===== src/rtl/demux1to2_if.sv =====
// Beat-level handshake bundle for the 1-to-2 packet demultiplexer.
// The slave modport is the demux's view; the master modport is the source/sink environment's view.
interface demux1to2_if #(
  parameter int WIDTH = 8
);
  logic [WIDTH-1:0] data_i;
  logic             valid_i;
  logic             last_i;
  logic             sel_i;
  logic             ready_o;
  logic [WIDTH-1:0] a_o;
  logic             a_valid_o;
  logic             a_last_o;
  logic             a_ready_i;
  logic [WIDTH-1:0] b_o;
  logic             b_valid_o;
  logic             b_last_o;
  logic             b_ready_i;

  modport slave (
    input  data_i, valid_i, last_i, sel_i, a_ready_i, b_ready_i,
    output ready_o, a_o, a_valid_o, a_last_o, b_o, b_valid_o, b_last_o
  );

  modport master (
    output data_i, valid_i, last_i, sel_i, a_ready_i, b_ready_i,
    input  ready_o, a_o, a_valid_o, a_last_o, b_o, b_valid_o, b_last_o
  );
endinterface


===== src/rtl/demux1to2.sv =====
// Packet-aware 1-to-2 demux: a packet's first beat picks channel A/B, later beats follow until last.
// Optional per-channel 16-bit output-transfer counters when DEMUX1TO2_CNT_EN is defined.
module demux1to2 #(
  parameter int WIDTH = 8
) (
  input  logic        clk_i,
  input  logic        rst_ni,
  demux1to2_if.slave  bus
`ifdef DEMUX1TO2_CNT_EN
  ,
  output logic [15:0] cnt_a_o,
  output logic [15:0] cnt_b_o
`endif
);

  typedef enum logic [1:0] {
    ST_IDLE   = 2'd0,
    ST_LOCK_A = 2'd1,
    ST_LOCK_B = 2'd2
  } state_t;

  state_t           r_state;
  state_t           w_state_next;

  // Index 0 is channel A, index 1 is channel B.
  logic [1:0]       r_valid;
  logic [1:0]       r_last;
  logic [WIDTH-1:0] r_data [2];
  logic [1:0]       w_sink_rdy;
  logic [1:0]       w_free;
  logic [1:0]       w_load;
  logic             w_tgt_b;
  logic             w_ready;
  logic             w_accept;

  assign w_sink_rdy = {bus.b_ready_i, bus.a_ready_i};
  assign w_tgt_b    = (r_state == ST_LOCK_B) || ((r_state == ST_IDLE) && bus.sel_i);

  genvar gi;
  generate
    for (gi = 0; gi < 2; gi++) begin : g_free
      assign w_free[gi] = !r_valid[gi] || w_sink_rdy[gi];
    end
  endgenerate

  // Gated by rst_ni so the source sees no acceptance while reset is held.
  assign w_ready   = rst_ni && (w_tgt_b ? w_free[1] : w_free[0]);
  assign w_accept  = bus.valid_i && w_ready;
  assign w_load[0] = w_accept && !w_tgt_b;
  assign w_load[1] = w_accept && w_tgt_b;

  always_ff @(posedge clk_i or negedge rst_ni) begin
    if (!rst_ni) begin
      r_state <= ST_IDLE;
    end else begin
      r_state <= w_state_next;
    end
  end

  always_comb begin
    w_state_next = r_state;
    if (w_accept) begin
      case (r_state)
        ST_IDLE: begin
          if (!bus.last_i) begin
            w_state_next = bus.sel_i ? ST_LOCK_B : ST_LOCK_A;
          end
        end
        ST_LOCK_A, ST_LOCK_B: begin
          if (bus.last_i) begin
            w_state_next = ST_IDLE;
          end
        end
        default: w_state_next = ST_IDLE;
      endcase
    end
  end

  // Data/last only move on a load, so they stay stable while stalled and after draining.
  always_ff @(posedge clk_i or negedge rst_ni) begin
    if (!rst_ni) begin
      r_valid <= '0;
      r_last  <= '0;
      for (int i = 0; i < 2; i++) begin
        r_data[i] <= '0;
      end
    end else begin
      for (int i = 0; i < 2; i++) begin
        if (w_load[i]) begin
          r_valid[i] <= 1'b1;
          r_last[i]  <= bus.last_i;
          r_data[i]  <= bus.data_i;
        end else if (w_sink_rdy[i]) begin
          r_valid[i] <= 1'b0;
        end
      end
    end
  end

  assign bus.ready_o   = w_ready;
  assign bus.a_o       = r_data[0];
  assign bus.a_valid_o = r_valid[0];
  assign bus.a_last_o  = r_last[0];
  assign bus.b_o       = r_data[1];
  assign bus.b_valid_o = r_valid[1];
  assign bus.b_last_o  = r_last[1];

`ifdef DEMUX1TO2_CNT_EN
  logic [15:0] r_cnt [2];

  always_ff @(posedge clk_i or negedge rst_ni) begin
    if (!rst_ni) begin
      for (int i = 0; i < 2; i++) begin
        r_cnt[i] <= '0;
      end
    end else begin
      for (int i = 0; i < 2; i++) begin
        if (r_valid[i] && w_sink_rdy[i]) begin
          r_cnt[i] <= r_cnt[i] + 16'd1;
        end
      end
    end
  end

  assign cnt_a_o = r_cnt[0];
  assign cnt_b_o = r_cnt[1];
`endif

endmodule


===== src/flat_wrapper.sv =====
// flat-port wrapper written by rule: the top's interface ports become plain ports
module demux1to2_flat 
#(
  parameter int WIDTH = 8
)
  (clk_i, rst_ni, bus_data_i, bus_valid_i, bus_last_i, bus_sel_i, bus_a_ready_i, bus_b_ready_i, bus_ready_o, bus_a_o, bus_a_valid_o, bus_a_last_o, bus_b_o, bus_b_valid_o, bus_b_last_o);
  demux1to2_if #(.WIDTH(WIDTH)) bus_i ();
  input  logic clk_i;
  input  logic rst_ni;
  input wire logic [$bits(bus_i.data_i)-1:0] bus_data_i;
  input wire logic [$bits(bus_i.valid_i)-1:0] bus_valid_i;
  input wire logic [$bits(bus_i.last_i)-1:0] bus_last_i;
  input wire logic [$bits(bus_i.sel_i)-1:0] bus_sel_i;
  input wire logic [$bits(bus_i.a_ready_i)-1:0] bus_a_ready_i;
  input wire logic [$bits(bus_i.b_ready_i)-1:0] bus_b_ready_i;
  output wire logic [$bits(bus_i.ready_o)-1:0] bus_ready_o;
  output wire logic [$bits(bus_i.a_o)-1:0] bus_a_o;
  output wire logic [$bits(bus_i.a_valid_o)-1:0] bus_a_valid_o;
  output wire logic [$bits(bus_i.a_last_o)-1:0] bus_a_last_o;
  output wire logic [$bits(bus_i.b_o)-1:0] bus_b_o;
  output wire logic [$bits(bus_i.b_valid_o)-1:0] bus_b_valid_o;
  output wire logic [$bits(bus_i.b_last_o)-1:0] bus_b_last_o;
  assign bus_i.data_i = bus_data_i;
  assign bus_i.valid_i = bus_valid_i;
  assign bus_i.last_i = bus_last_i;
  assign bus_i.sel_i = bus_sel_i;
  assign bus_i.a_ready_i = bus_a_ready_i;
  assign bus_i.b_ready_i = bus_b_ready_i;
  assign bus_ready_o = bus_i.ready_o;
  assign bus_a_o = bus_i.a_o;
  assign bus_a_valid_o = bus_i.a_valid_o;
  assign bus_a_last_o = bus_i.a_last_o;
  assign bus_b_o = bus_i.b_o;
  assign bus_b_valid_o = bus_i.b_valid_o;
  assign bus_b_last_o = bus_i.b_last_o;
  demux1to2 #(.WIDTH(WIDTH)) u_core (.clk_i(clk_i), .rst_ni(rst_ni), .bus(bus_i));
endmodule

===== config.mk =====
export PLATFORM = sky130hd
export DESIGN_NAME = demux1to2_flat
export DESIGN_NICKNAME = d
export VERILOG_FILES = /design/src/rtl/demux1to2_if.sv /design/src/rtl/demux1to2.sv /design/src/flat_wrapper.sv
export SDC_FILE = /design/constraint.sdc
export NUM_CORES = 1
export LEC_CHECK = 0
export ABC_AREA = 1
export BUFFER_PORTS_ARGS = -buffer_cell sky130_fd_sc_hd__buf_2
export CORE_MARGIN = 2
export CORE_UTILIZATION = 50
export DETAILED_ROUTE_END_ITERATION = 8
export PLACE_DENSITY_LB_ADDON = 0.1
export SYNTH_ARGS = -nofsm -noshare
export SYNTH_HDL_FRONTEND = slang
export SYNTH_SLANG_ARGS = --single-unit

===== constraint.sdc =====
create_clock -name clk_i -period 2.6 [get_ports clk_i]
set_input_delay 0.13 -clock clk_i [delete_from_list [all_inputs] [get_ports clk_i]]
set_output_delay 0.13 -clock clk_i [all_outputs]
set_load 0.005 [all_outputs]

======== Yosys cells after proc, flatten, opt, wreduce, memory -nomap -nowiden ========
Index checks and enable logic that the tools add are counted.
storage, ports and cells
  flip-flop bits (word level) ............. 22
  latch bits .............................. 0
  memory bits (writable) .................. 0
  memory bits (read-only) ................. 0
  output and inout bits ................... 21
  logic and storage cells ................. 36
  memories ................................ 0
cells by class
  $add $sub $neg .......................... 0
  multipliers ............................. 0
  divide/modulo/power cells ............... 0
  $lt $le $gt $ge ......................... 0
  eq/ne operators ......................... 4
  shifts and indexed selects .............. 0
  muxes and demuxes ....................... 9
  bitwise gates (word level) .............. 0
  reductions and logical operators ........ 16
operator list
  operator                                                               count
  2-bit 2-to-1 mux                                                       3
  1-bit logical AND                                                      5
  1-bit 2-to-1 mux                                                       5
  2-bit inequality test, second input constant                           2
  2-bit one-hot mux with 2 select lines                                  1
  2-bit nonzero test                                                     2
  1-bit zero test                                                        3
  1-bit logical OR                                                       3
  3-bit AND reduction                                                    1
  2-bit by 1-bit equality test with 1-bit output, second input constant  1
  2-bit equality test, second input constant                             1
  2-bit zero test                                                        1
  2-bit OR reduction                                                     1

======== Longest topological paths before layout ========
  word-level depth ........................ 8
  depth in mapped cells ................... 10
  gate-level depth less buffers ........... 10

======== Worst setup path before layout ========
OpenSTA, ideal clock, no wires.
  path type ............................... register to register
  start ................................... register u_core.r_state[0]
  end ..................................... register u_core.r_data, in the netlist u_core.bus.b_o[0]
  arrival time ............................ 1.210 ns
  data required time ...................... 2.483 ns
  slack ................................... 1.273 ns
  cell stages (with the launch flop) ...... 11
  path buffers ............................ 0
  cells stage by stage .................... dfrtp_1 > inv_1 > ha_1 > nand2_2 > nand2_4 > nand2_2 > nand2_2 > nor2_4 > nand3_4 > nand2_1 > nand2_1
on the way
  word-level cells in the longest chain between the ends .. 7
  elaborated cells between the ends (all ways) .. 8
RTL lines
  item                           RTL line         text
  start, declared                demux1to2.sv:22  state_t r_state;
  start signal, assigned         demux1to2.sv:56  r_state <= w_state_next;
  2-bit zero test                demux1to2.sv:37  assign w_tgt_b = (r_state == ST_LOCK_B) || ((r_state == ST_IDLE) && bus.sel_i);
  1-bit logical AND              demux1to2.sv:37
  1-bit logical OR *             demux1to2.sv:37
  1-bit 2-to-1 mux               demux1to2.sv:47  assign w_ready = rst_ni && (w_tgt_b ? w_free[1] : w_free[0]);
  1-bit logical AND              demux1to2.sv:47
  1-bit logical AND              demux1to2.sv:48  assign w_accept = bus.valid_i && w_ready;
  1-bit logical AND *            demux1to2.sv:50  assign w_load[1] = w_accept && w_tgt_b;
  end signal, assigned by index  demux1to2.sv:92  r_data[i] <= bus.data_i;
  end, declared                  demux1to2.sv:28  logic [WIDTH-1:0] r_data [2];
Every way passes the cells marked *; elsewhere a longest branch is shown, timed or not.
A chain may end at the register's enable or synchronous reset.

======== Worst setup path after layout ========
  start ................................... register u_core.r_state[0]
  end ..................................... output bus_ready_o
on the way
  word-level cells in the longest chain between the ends .. 5
  elaborated cells between the ends (all ways) .. 6
RTL lines
  item                 RTL line            text
  2-bit zero test      demux1to2.sv:37
  1-bit logical AND    demux1to2.sv:37
  1-bit logical OR *   demux1to2.sv:37
  1-bit 2-to-1 mux *   demux1to2.sv:47
  1-bit logical AND *  demux1to2.sv:47
  end, declared        flat_wrapper.sv:16  output wire logic [$bits(bus_i.ready_o)-1:0] bus_ready_o;
Marked as above.

==> flow_summary.toml <==
[outcome]
outcome = "finished, final reports clean"

[sta]
finalHoldViolCount = 0
finalMaxSlewViolations = 0
finalCritPeriodShare = 0.730
min_period_ns = 1.90
setup_viol = 0
fin_skew_ns = 0.00131
fin_setup_tns_ns = 0
worstMarginPinSlew_ns = 0.553
fmax_ghz = 0.527
rsz0062_at_grt = "false"
slew_headroom = 0.632

[power_and_ir_drop]
ir_drop_uv = 584
report.power.total_uw = 1240
p_comb_frac = 0.391
sequentialPowerShare = 0.457
leakage_uw = 0.000718
powerDensity_nw_per_um2 = 991
p_sw_uw = 454
swShare = 0.366
power.internal_uw = 789
power_frac_clock = 0.152

[synthesis]
synth_nets = 129
synth.distinct_cells = 18
yosys_warnings = 0
synthFlopType = "dfrtp_1"
synth_area_leaders = "dfrtp_1 (54%), nand2_1 (12%), nand4_1 (6.7%), inv_1 (5.9%), o21ai_1 (4.9%)"
synth_seq_area_share = 0.539
syn-cell-area_sq_um = 1020
synth_compound_area_frac = 0.0539
synth-simple-area-share = 0.289
synth_enable_flop_cells = 0
yosys.area.top_type = "dfrtp_1"
netlist_top_cells_count = "nand2_1 (34), dfrtp_1 (22), inv_1 (16)"
synth_cells = 112
ys_ff_latch = 22
post_synth_fa_ha_maj_area_fraction = 0.0245
async_flop_share = 1.00
synthMuxAreaShare = 0
synth_area_per_cell_sq_um = 9.13
yosysMostFrequentCell = "nand2_1"
synth_top_family_by_area = "simple AND/OR/NAND/NOR gates"
synth-xor-area-share = 0
netlist.area_leader.share = 0.539

[cts]
clk_latency_ns = 0.31
h-tree-depth = 1
cts.sinks = 22
cts_tree = "built"
cts_root_buf = "clkbuf_4"
cts-resized-gates = 0
cts.reportedPaths.clkPinSlew_ns = 0.12
cts_post_setup_buffers_inserted = 0
cts_buffers = 3
cts_buffer_depth = 2

[setup_path]
crit_arrival_ns = 1.77
path_class = "flop to primary output"
r2r_cells = 10
crit_fanout = 14
slowest_stage = "dfrtp_1"
r2r_slack_ns = 0.90
crit_required_ns = 2.47
max_stage_delay_ns = 0.36
path_cells = "inv_1 -> ha_1 -> nand2_2 -> nand2_4 -> nand2_2 -> nand2_2 -> nor2_4 -> buf_2"
timing.rr.start = "u_core.r_state[0]"
crit_top_cell = "nand2_2"
cp-start-kind = "flop"
crit_start = "u_core.r_state[0]"
endpoint_kind = "primary output"
r2r_end = "u_core.bus.b_o[3]"

[grt]
overflow = 0
first_global_vias = 745
met1_usage = 0.273
grt_pass1_wl_mm = 3.42
grtUsageMet2 = 0.259
antenna_found_initial = 0
grt_usage = 0.179
grt-busiest-layer = "met1"
met3_usage = 0.0215
grt_max_degree = 25

[routing]
dr.pass1.iters = 4
routedWlPerCell_um = 11.3
wirelength_mm = 1.99
route.vias.total = 852
vias_per_cell = 4.84
drtIter0Drc = 26
antenna_left = 0
drc = 0

[floorplanning]
core_sq_um = 1940
dieArea_sq_um = 2420
start_util = 0.526
die_height_um = 49.2
fp-row-count = 16
ios = 36
die_x_um = 49.2

[layout]
multi_input_area_sq_um = 375
fin_util = 0.646
layout-drive-gt1-share = 0.322
insertedDiodeCount = 0
fin_area_sq_um = 1250
area_delta_synth_final_pct = 22.8
regArea_sq_um = 551
nFillCells = 165
final_nets = 167

[place]
port_buffers = 35
placed_area_sq_um = 1200
place.gp.congestion = 0.795
dp.final_hpwl_mm = 1.48

[worst_hold_path]
hold_class = "input pin to flop"
hold_path_end = "u_core.bus.a_o[0]"
min_path_cells = 3
worstHoldStart = "bus_data_i[0]"

[run]
maxCapViolations = 0
-- sequential cells by signal (all words and copies together) (netlist names) --
| register | flops |
|---|---|
| u_core.r_valid | 2 |
| u_core.bus.b_o | 8 |
| u_core.r_state | 2 |
| u_core.bus.a_o | 8 |
| u_core.r_last | 2 |
-- power by group through the flow --
stage / Combinational [uW] / Clock [uW] / Sequential [uW]
floorplan: 282 / 0 / 589
global placement: 476 / 0 / 569
detailed placement: 489 / 0 / 574
CTS: 491 / 192 / 569
global route: 558 / 205 / 587
finish: 486 / 189 / 569
-- how the worst max path moves through the flow --
stage / endpoint / slack [ns] / cells after the start
floorplan: u_core.bus.b_o[0] / 1.27 / 10
global placement: u_core.bus.b_o[0] / 0.98 / 10
detailed placement: u_core.bus.b_o[3] / 0.91 / 10
CTS: bus_ready_o / 0.70 / 8
global route: bus_ready_o / 0.55 / 8
finish: bus_ready_o / 0.70 / 8
-- area by class of cell --
class                      count  share of cell area
sequential                    22               0.439
multi-input combinational     69               0.299
timing repair buffer          37               0.156
inverter                      17              0.0508
clock buffer                   4              0.0289
tap                           27              0.0269
-- critical path: cells and delay by family, from the launching register on --
family        cells  cell delay (ns)
flops             1             0.36
fa+ha+maj         1             0.22
simple gates      5             0.65
buf+inv           2             0.24
-- what timing repair did --
item	4_1_cts	5_1_grt
hold buffers	1	1
endpoints found under the setup margin	0	0
endpoints found under the hold margin	22	1
-- cell families after synthesis --
| group | Yosys count |
|---|---|
| simple gates | 56 |
| flops | 22 |
| buf+inv | 21 |
| compound gates | 11 |
| fa+ha+maj | 2 |
-- placed cells by master, fill, tap and decap left out, types with 2 or more instances in the layout --
cell type	n
buf_2	35
nand2_1	34
dfrtp_1	22
inv_1	16
nand4_1	11
o21ai_1	10
nand2_2	3
clkbuf_4	3
nor2_1	2
ha_1	2
dlygate4sd3_1	2
-- per-layer routing --
layer | wire (um) | vias up
met5 | 0 | -
met3 | 105 | 6
li1 | - | 436
met1 | 956 | 384
met4 | 34 | 0
met2 | 895 | 26
-- per-stage QoR --
step / hold WS, ns / cells / setup WS (ns)
after floorplan: -0.166 / 112 / 1.27
after global routing: 0.0582 / 176 / 0.546
final: 0.0585 / 176 / 0.703
after detailed placement: 0.149 / 170 / 0.910
after global placement: 0.145 / 170 / 0.983
after CTS: 0.000430 / 175 / 0.696
Power figures use the tool's default switching activity.
